File: src/rtl/main_driver_pkg.sv
// Shared types and widths for the main_driver command/response sequencer.
package main_driver_pkg;

  localparam int X_W      = 8;
  localparam int Y_W      = 8;
  localparam int ON_W     = 2;
  localparam int S_W      = 3;
  localparam int REGIME_W = 2;
  localparam int CNT_W    = 8;

  localparam int DEF_START_WAIT = 15;
  localparam int DEF_TIMEOUT    = 255;

  typedef enum logic [2:0] {
    IDLE,
    LAUNCH,
    WAIT_ACT,
    RUN,
    DONE
  } state_t;

endpackage

File: src/rtl/main_driver_job_counter.sv
// Saturating up-counter shared by the start-wait and run-length limits.
module job_counter
  import main_driver_pkg::*;
(
  input  logic             clk,
  input  logic             rst,
  input  logic             clr,
  input  logic             inc,
  input  logic [CNT_W-1:0] limit,
  output logic [CNT_W-1:0] count,
  output logic             at_limit
);

  // clr together with inc restarts the count at one
  always_ff @(posedge clk) begin
    if (rst) begin
      count <= '0;
    end else if (clr) begin
      count <= inc ? CNT_W'(1) : '0;
    end else if (inc && (count != '1)) begin
      count <= count + 1'b1;
    end
  end

  assign at_limit = (count == limit);

endmodule

File: src/rtl/main_driver.sv
// Issues one job at a time to the main unit, tracks its start/active handshake
// and returns the captured results with a cycle count and timeout flag.
module main_driver
  import main_driver_pkg::*;
#(
  parameter int START_WAIT = DEF_START_WAIT,
  parameter int TIMEOUT    = DEF_TIMEOUT
) (
  input  logic                clk,
  input  logic                rst,
  input  logic                cmd_valid,
  output logic                cmd_ready,
  input  logic [X_W-1:0]      cmd_x,
  input  logic [ON_W-1:0]     cmd_on,
  output logic [X_W-1:0]      x,
  output logic [ON_W-1:0]     on,
  output logic                start,
  input  logic [Y_W-1:0]      y,
  input  logic [S_W-1:0]      s,
  input  logic                b,
  input  logic [REGIME_W-1:0] regime,
  input  logic                active,
  output logic                rsp_valid,
  input  logic                rsp_ready,
  output logic [Y_W-1:0]      rsp_y,
  output logic [S_W-1:0]      rsp_s,
  output logic                rsp_b,
  output logic [REGIME_W-1:0] rsp_regime,
  output logic [CNT_W-1:0]    rsp_cycles,
  output logic                rsp_timeout,
  output logic                busy
);

  // state    | meaning
  // IDLE     | ready for a command
  // LAUNCH   | start pulse, counter cleared
  // WAIT_ACT | waiting for the unit to raise active
  // RUN      | counting active-high cycles
  // DONE     | response held until taken

  localparam logic [CNT_W-1:0] START_LIM = CNT_W'(START_WAIT);
  localparam logic [CNT_W-1:0] RUN_LIM   = CNT_W'(TIMEOUT);

  state_t           state, state_next;
  logic             latch_cmd, capture, cap_timeout;
  logic             cnt_clr, cnt_inc, at_limit;
  logic [CNT_W-1:0] count, cap_cycles, limit;

  assign limit = (state == RUN) ? RUN_LIM : START_LIM;

  job_counter u_job_counter (
    .clk      (clk),
    .rst      (rst),
    .clr      (cnt_clr),
    .inc      (cnt_inc),
    .limit    (limit),
    .count    (count),
    .at_limit (at_limit)
  );

  always_ff @(posedge clk) begin
    if (rst) state <= IDLE;
    else     state <= state_next;
  end

  // active is checked before the limit so a coincident rise/fall wins
  always_comb begin
    state_next  = state;
    latch_cmd   = 1'b0;
    capture     = 1'b0;
    cap_timeout = 1'b0;
    cap_cycles  = '0;
    cnt_clr     = 1'b0;
    cnt_inc     = 1'b0;
    case (state)
      IDLE: begin
        if (cmd_valid) begin
          latch_cmd  = 1'b1;
          state_next = LAUNCH;
        end
      end
      LAUNCH: begin
        cnt_clr    = 1'b1;
        state_next = WAIT_ACT;
      end
      WAIT_ACT: begin
        if (active) begin
          cnt_clr    = 1'b1;
          cnt_inc    = 1'b1;
          state_next = RUN;
        end else if (at_limit) begin
          capture     = 1'b1;
          cap_timeout = 1'b1;
          state_next  = DONE;
        end else begin
          cnt_inc = 1'b1;
        end
      end
      RUN: begin
        if (!active) begin
          capture    = 1'b1;
          cap_cycles = count;
          state_next = DONE;
        end else if (at_limit) begin
          capture     = 1'b1;
          cap_timeout = 1'b1;
          cap_cycles  = RUN_LIM;
          state_next  = DONE;
        end else begin
          cnt_inc = 1'b1;
        end
      end
      DONE: begin
        if (rsp_ready) state_next = IDLE;
      end
      default: state_next = IDLE;
    endcase
  end

  always_ff @(posedge clk) begin
    if (rst) begin
      x  <= '0;
      on <= '0;
    end else if (latch_cmd) begin
      x  <= cmd_x;
      on <= cmd_on;
    end
  end

  always_ff @(posedge clk) begin
    if (rst) begin
      rsp_y       <= '0;
      rsp_s       <= '0;
      rsp_b       <= 1'b0;
      rsp_regime  <= '0;
      rsp_cycles  <= '0;
      rsp_timeout <= 1'b0;
    end else if (capture) begin
      rsp_y       <= y;
      rsp_s       <= s;
      rsp_b       <= b;
      rsp_regime  <= regime;
      rsp_cycles  <= cap_cycles;
      rsp_timeout <= cap_timeout;
    end
  end

  assign cmd_ready = (state == IDLE);
  assign start     = (state == LAUNCH);
  assign rsp_valid = (state == DONE);
  assign busy      = (state != IDLE);

endmodule
File: config.mk
export PLATFORM = sky130hd
export DESIGN_NAME = main_driver
export DESIGN_NICKNAME = d
export VERILOG_FILES = /design/src/rtl/main_driver_pkg.sv /design/src/rtl/main_driver_job_counter.sv /design/src/rtl/main_driver.sv
export SDC_FILE = /design/constraint.sdc
export NUM_CORES = 1
export LEC_CHECK = 0
export CAP_MARGIN = 20
export CORE_MARGIN = 5
export CORE_UTILIZATION = 39
export CTS_BUF_LIST = sky130_fd_sc_hd__clkbuf_8
export CTS_CLUSTER_DIAMETER = 60
export CTS_CLUSTER_SIZE = 14
export DETAILED_ROUTE_END_ITERATION = 12
export DONT_BUFFER_PORTS = 1
export SYNTH_ARGS = -nofsm -noshare
export SYNTH_HDL_FRONTEND = slang
export SYNTH_SLANG_ARGS = --single-unit
File: constraint.sdc
create_clock -name clk -period 2.6 [get_ports clk]
set_input_delay 0.52 -clock clk [delete_from_list [all_inputs] [get_ports clk]]
set_output_delay 0.52 -clock clk [all_outputs]
set_load 0.005 [all_outputs]
==> results.py <==
metrics = {
    "outcome": {
        "status": "finished clean",
    },
    "placement": {
        "hpwl_mm": 3.10,
        "place_area_sq_um": 2020,
        "gp_congestion": 0.758,
        "port-buffer-count": 0,
    },
    "global_routing": {
        "grt_pass1_vias": 1426,
        "grt_max_degree": 54,
        "grt_util_all_layers_pct": 13.3,
        "antenna_found_initial": 0,
        "grt_overflow": 0,
        "grt_pass1_wl_mm": 6.87,
    },
    "synthesis": {
        "ys.flop_type": "dfxtp_1",
        "synth_seq_area_share_pct": 44.1,
        "synth_fa_ha_area_share_pct": 0.627,
        "synth_edf_count": 0,
        "synth-simple-area-share_pct": 25.3,
        "synth-seq-cells": 44,
        "synthCells": 226,
        "syn-num-nets": 256,
        "yosys-top-cells-area": "dfxtp_1 44%, nand2b_1 9.4%, mux2i_1 7.0%",
        "synth.distinct_cells": 37,
        "synthMuxAreaShare_pct": 7.02,
        "synth_most_common_cell": "dfxtp_1",
        "async_flop_share_pct": 0,
        "synth_top_area_cell": "dfxtp_1",
        "synth_area_sq_um": 2000,
        "yosysTopAreaCellShare_pct": 44.1,
        "synth-xor-area-share_pct": 0,
        "yosys-top-cells-count": "44 x dfxtp_1, 30 x nand2b_1, 24 x nand2_1, 20 x a21oi_1, 14 x mux2i_1",
        "yosysWarnings": 0,
        "synth_compound_area_share_pct": 17.1,
        "synth_top_family_by_area": "simple AND/OR/NAND/NOR gates",
        "syn_avg_cell_area_sq_um": 8.84,
    },
    "clock_network": {
        "cts_buffers": 5,
        "postCtsHoldBufs": 0,
        "clk_pin_slew_worst_paths_ns": 0.09,
        "clockRootBuffer": "clkbuf_8",
        "cts.sinks": 44,
        "cts_tree": "done",
        "htreeDepth": 2,
        "cts_resized": 0,
        "clock_latency_ns": 0.29,
        "cts_max_path_buffers": 2,
        "cts_setup_buffers": 0,
    },
    "sta": {
        "relSlewSlack_pct": 60.7,
        "drv_slew": 0,
        "setup_tns_ns": 0,
        "worstMarginPinSlew_ns": 0.585,
        "timing.final.hold_violations": 0,
        "fmax_mhz": 475,
        "fin_skew_ns": 0.00787,
        "rsz0062_at_grt": "no",
        "finalSetupViolCount": 0,
        "min_period_over_period_pct": 80.9,
        "layout_min_cycle_time_ns": 2.10,
    },
    "route": {
        "wl_mm": 4.45,
        "dr.pass1.iters": 4,
        "vias_per_cell": 5.29,
        "ant_nets": 0,
        "drtIter0Drc": 71,
        "drc": 0,
        "wl_per_cell_um": 15.3,
        "via_count": 1540,
    },
    "worst_setup_path": {
        "crit_path_top_delay_cell": "or4_4",
        "crit_fanout": 23,
        "worstPathRequired_ns": 2.81,
        "r2r_start": "u_job_counter.count[4]",
        "cp.arrival_ns": 2.32,
        "slowest_delay_ns": 0.59,
        "crit_type": "register to register",
        "rr_worst_depth": 5,
        "r2r-end": "rsp_y[5]",
        "cp-start-kind": "register",
        "path_cells": "or4_4 > o31a_4 > a21oi_4 > buf_4 > mux2i_1",
        "endpoint_kind": "register",
        "r2r_setup_slack_ns": 0.50,
    },
    "floorplanning": {
        "die_h_um": 81.6,
        "rows": 26,
        "pin_count": 66,
        "core-area_sq_um": 5040,
        "die_area_sq_um": 6650,
        "die_width_um": 81.6,
        "initial_utilization_pct": 39.6,
    },
    "hold_path": {
        "hold_path_class": "input pin to register",
        "hold_end": "u_job_counter.count[0]",
        "min-delay-start": "rst",
        "holdPathStages": 1,
    },
    "pwr": {
        "ir_drop_uv": 232,
        "power.total_mw": 1.24,
        "power.density_nw_per_um2": 587,
        "p_leak_nw": 0.697,
    },
    "layout": {
        "antenna_cells": 0,
        "drive_above_1_share_pct": 7.24,
        "fin_nets": 250,
        "utilization_pct": 41.7,
        "syn2layout_area_growth_pct": 5.39,
        "fin_area_sq_um": 2100,
    },
    "run": {
        "max_cap_violations": 0,
    },
}
-- final cells by class --
type / count / area (sq um)
Tap cell: 70 / 87.6
Inverter: 11 / 41.3
Multi-Input combinational cell: 157 / 1000
Sequential cell: 44 / 881
Clock inverter: 3 / 18.8
Clock buffer: 5 / 68.8
Fill cell: 514 / 2940
Timing Repair Buffer: 1 / 7.51
-- power breakdown --
group          switching, mW  internal (mW)  total (mW)
Combinational         0.0586         0.0426       0.101
Sequential            0.0218          0.695       0.716
Clock                  0.231          0.187       0.419
-- cell families (layout without fill, tap and decap cells) --
group / Yosys count / in the layout
flops: 44 / 44
mux: 14 / 14
simple gates: 93 / 93
compound gates: 49 / 49
fa+ha+maj: 1 / 1
buf+inv: 25 / 20
-- metal layers --
layer  track usage [%]  wire length, um
met2              21.3             2130
met4              3.89               23
met5                 0                0
met1              15.4             1840
met3              6.80              451
-- stage by stage --
step	hold WS, ns	instances	worst slack [ns]
CTS	0.277	291	0.478
global placement	0.458	283	0.577
detailed placement	0.463	283	0.515
finish	0.303	291	0.496
global route	0.275	291	0.400
floorplan	0.453	226	0.657
-- registers in the layout (all words and copies together) (netlist names) --
signal / cells
state: 3
rsp_cycles: 8
x: 8
rsp_b: 1
rsp_timeout: 1
u_job_counter.count: 8
rsp_regime: 2
on: 2
rsp_y: 8
rsp_s: 3
-- worst max-delay path: cells and delay by family (launching register included) --
kind	cells	cell delay, ns
DFF	1	0.38
AOI/OAI and AO/OA	2	0.48
buffers and inverters	1	0.33
muxes	1	0.24
and+or+nand+nor	1	0.59
-- how the worst max path moves through the flow --
stage,from,end,slack [ns],cells after the start
after floorplan,u_job_counter.count[0],u_job_counter.count[5],0.66,6
after global placement,u_job_counter.count[4],rsp_cycles[7],0.58,5
after detailed placement,u_job_counter.count[4],rsp_y[5],0.51,5
after CTS,u_job_counter.count[4],rsp_y[5],0.48,5
after global routing,u_job_counter.count[0],rsp_y[5],0.40,6
final,u_job_counter.count[4],rsp_y[5],0.50,5
-- cell usage in the layout (no fill, tap or decap) --
| cell type | instances |
|---|---|
| a2111o_1 | 1 |
| a211oi_1 | 1 |
| a21oi_1 | 20 |
| a21oi_4 | 1 |
| a31o_2 | 1 |
| a31oi_1 | 3 |
| and2_1 | 1 |
| and3_1 | 1 |
| and4_1 | 1 |
| buf_4 | 1 |
| clkbuf_8 | 5 |
| clkinv_2 | 2 |
| clkinv_4 | 1 |
| dfxtp_1 | 44 |
| ha_1 | 1 |
| inv_1 | 11 |
| mux2i_1 | 14 |
| nand2_1 | 24 |
| nand2b_1 | 30 |
| nand3_1 | 4 |
| nand4_1 | 3 |
| nand4b_1 | 1 |
| nor2_1 | 10 |
| nor2b_1 | 2 |
| nor3_1 | 5 |
| nor3b_1 | 2 |
| nor4bb_1 | 1 |
| o211ai_1 | 2 |
| o21ai_0 | 5 |
| o21ba_2 | 1 |
| o22ai_1 | 1 |
| o31a_4 | 1 |
| o31ai_1 | 3 |
| o31ai_2 | 1 |
| o32ai_1 | 8 |
| or2_2 | 1 |
| or3_1 | 3 |
| or4_1 | 3 |
| or4_4 | 1 |
No activity file was read; power rests on OpenSTA's default activity.
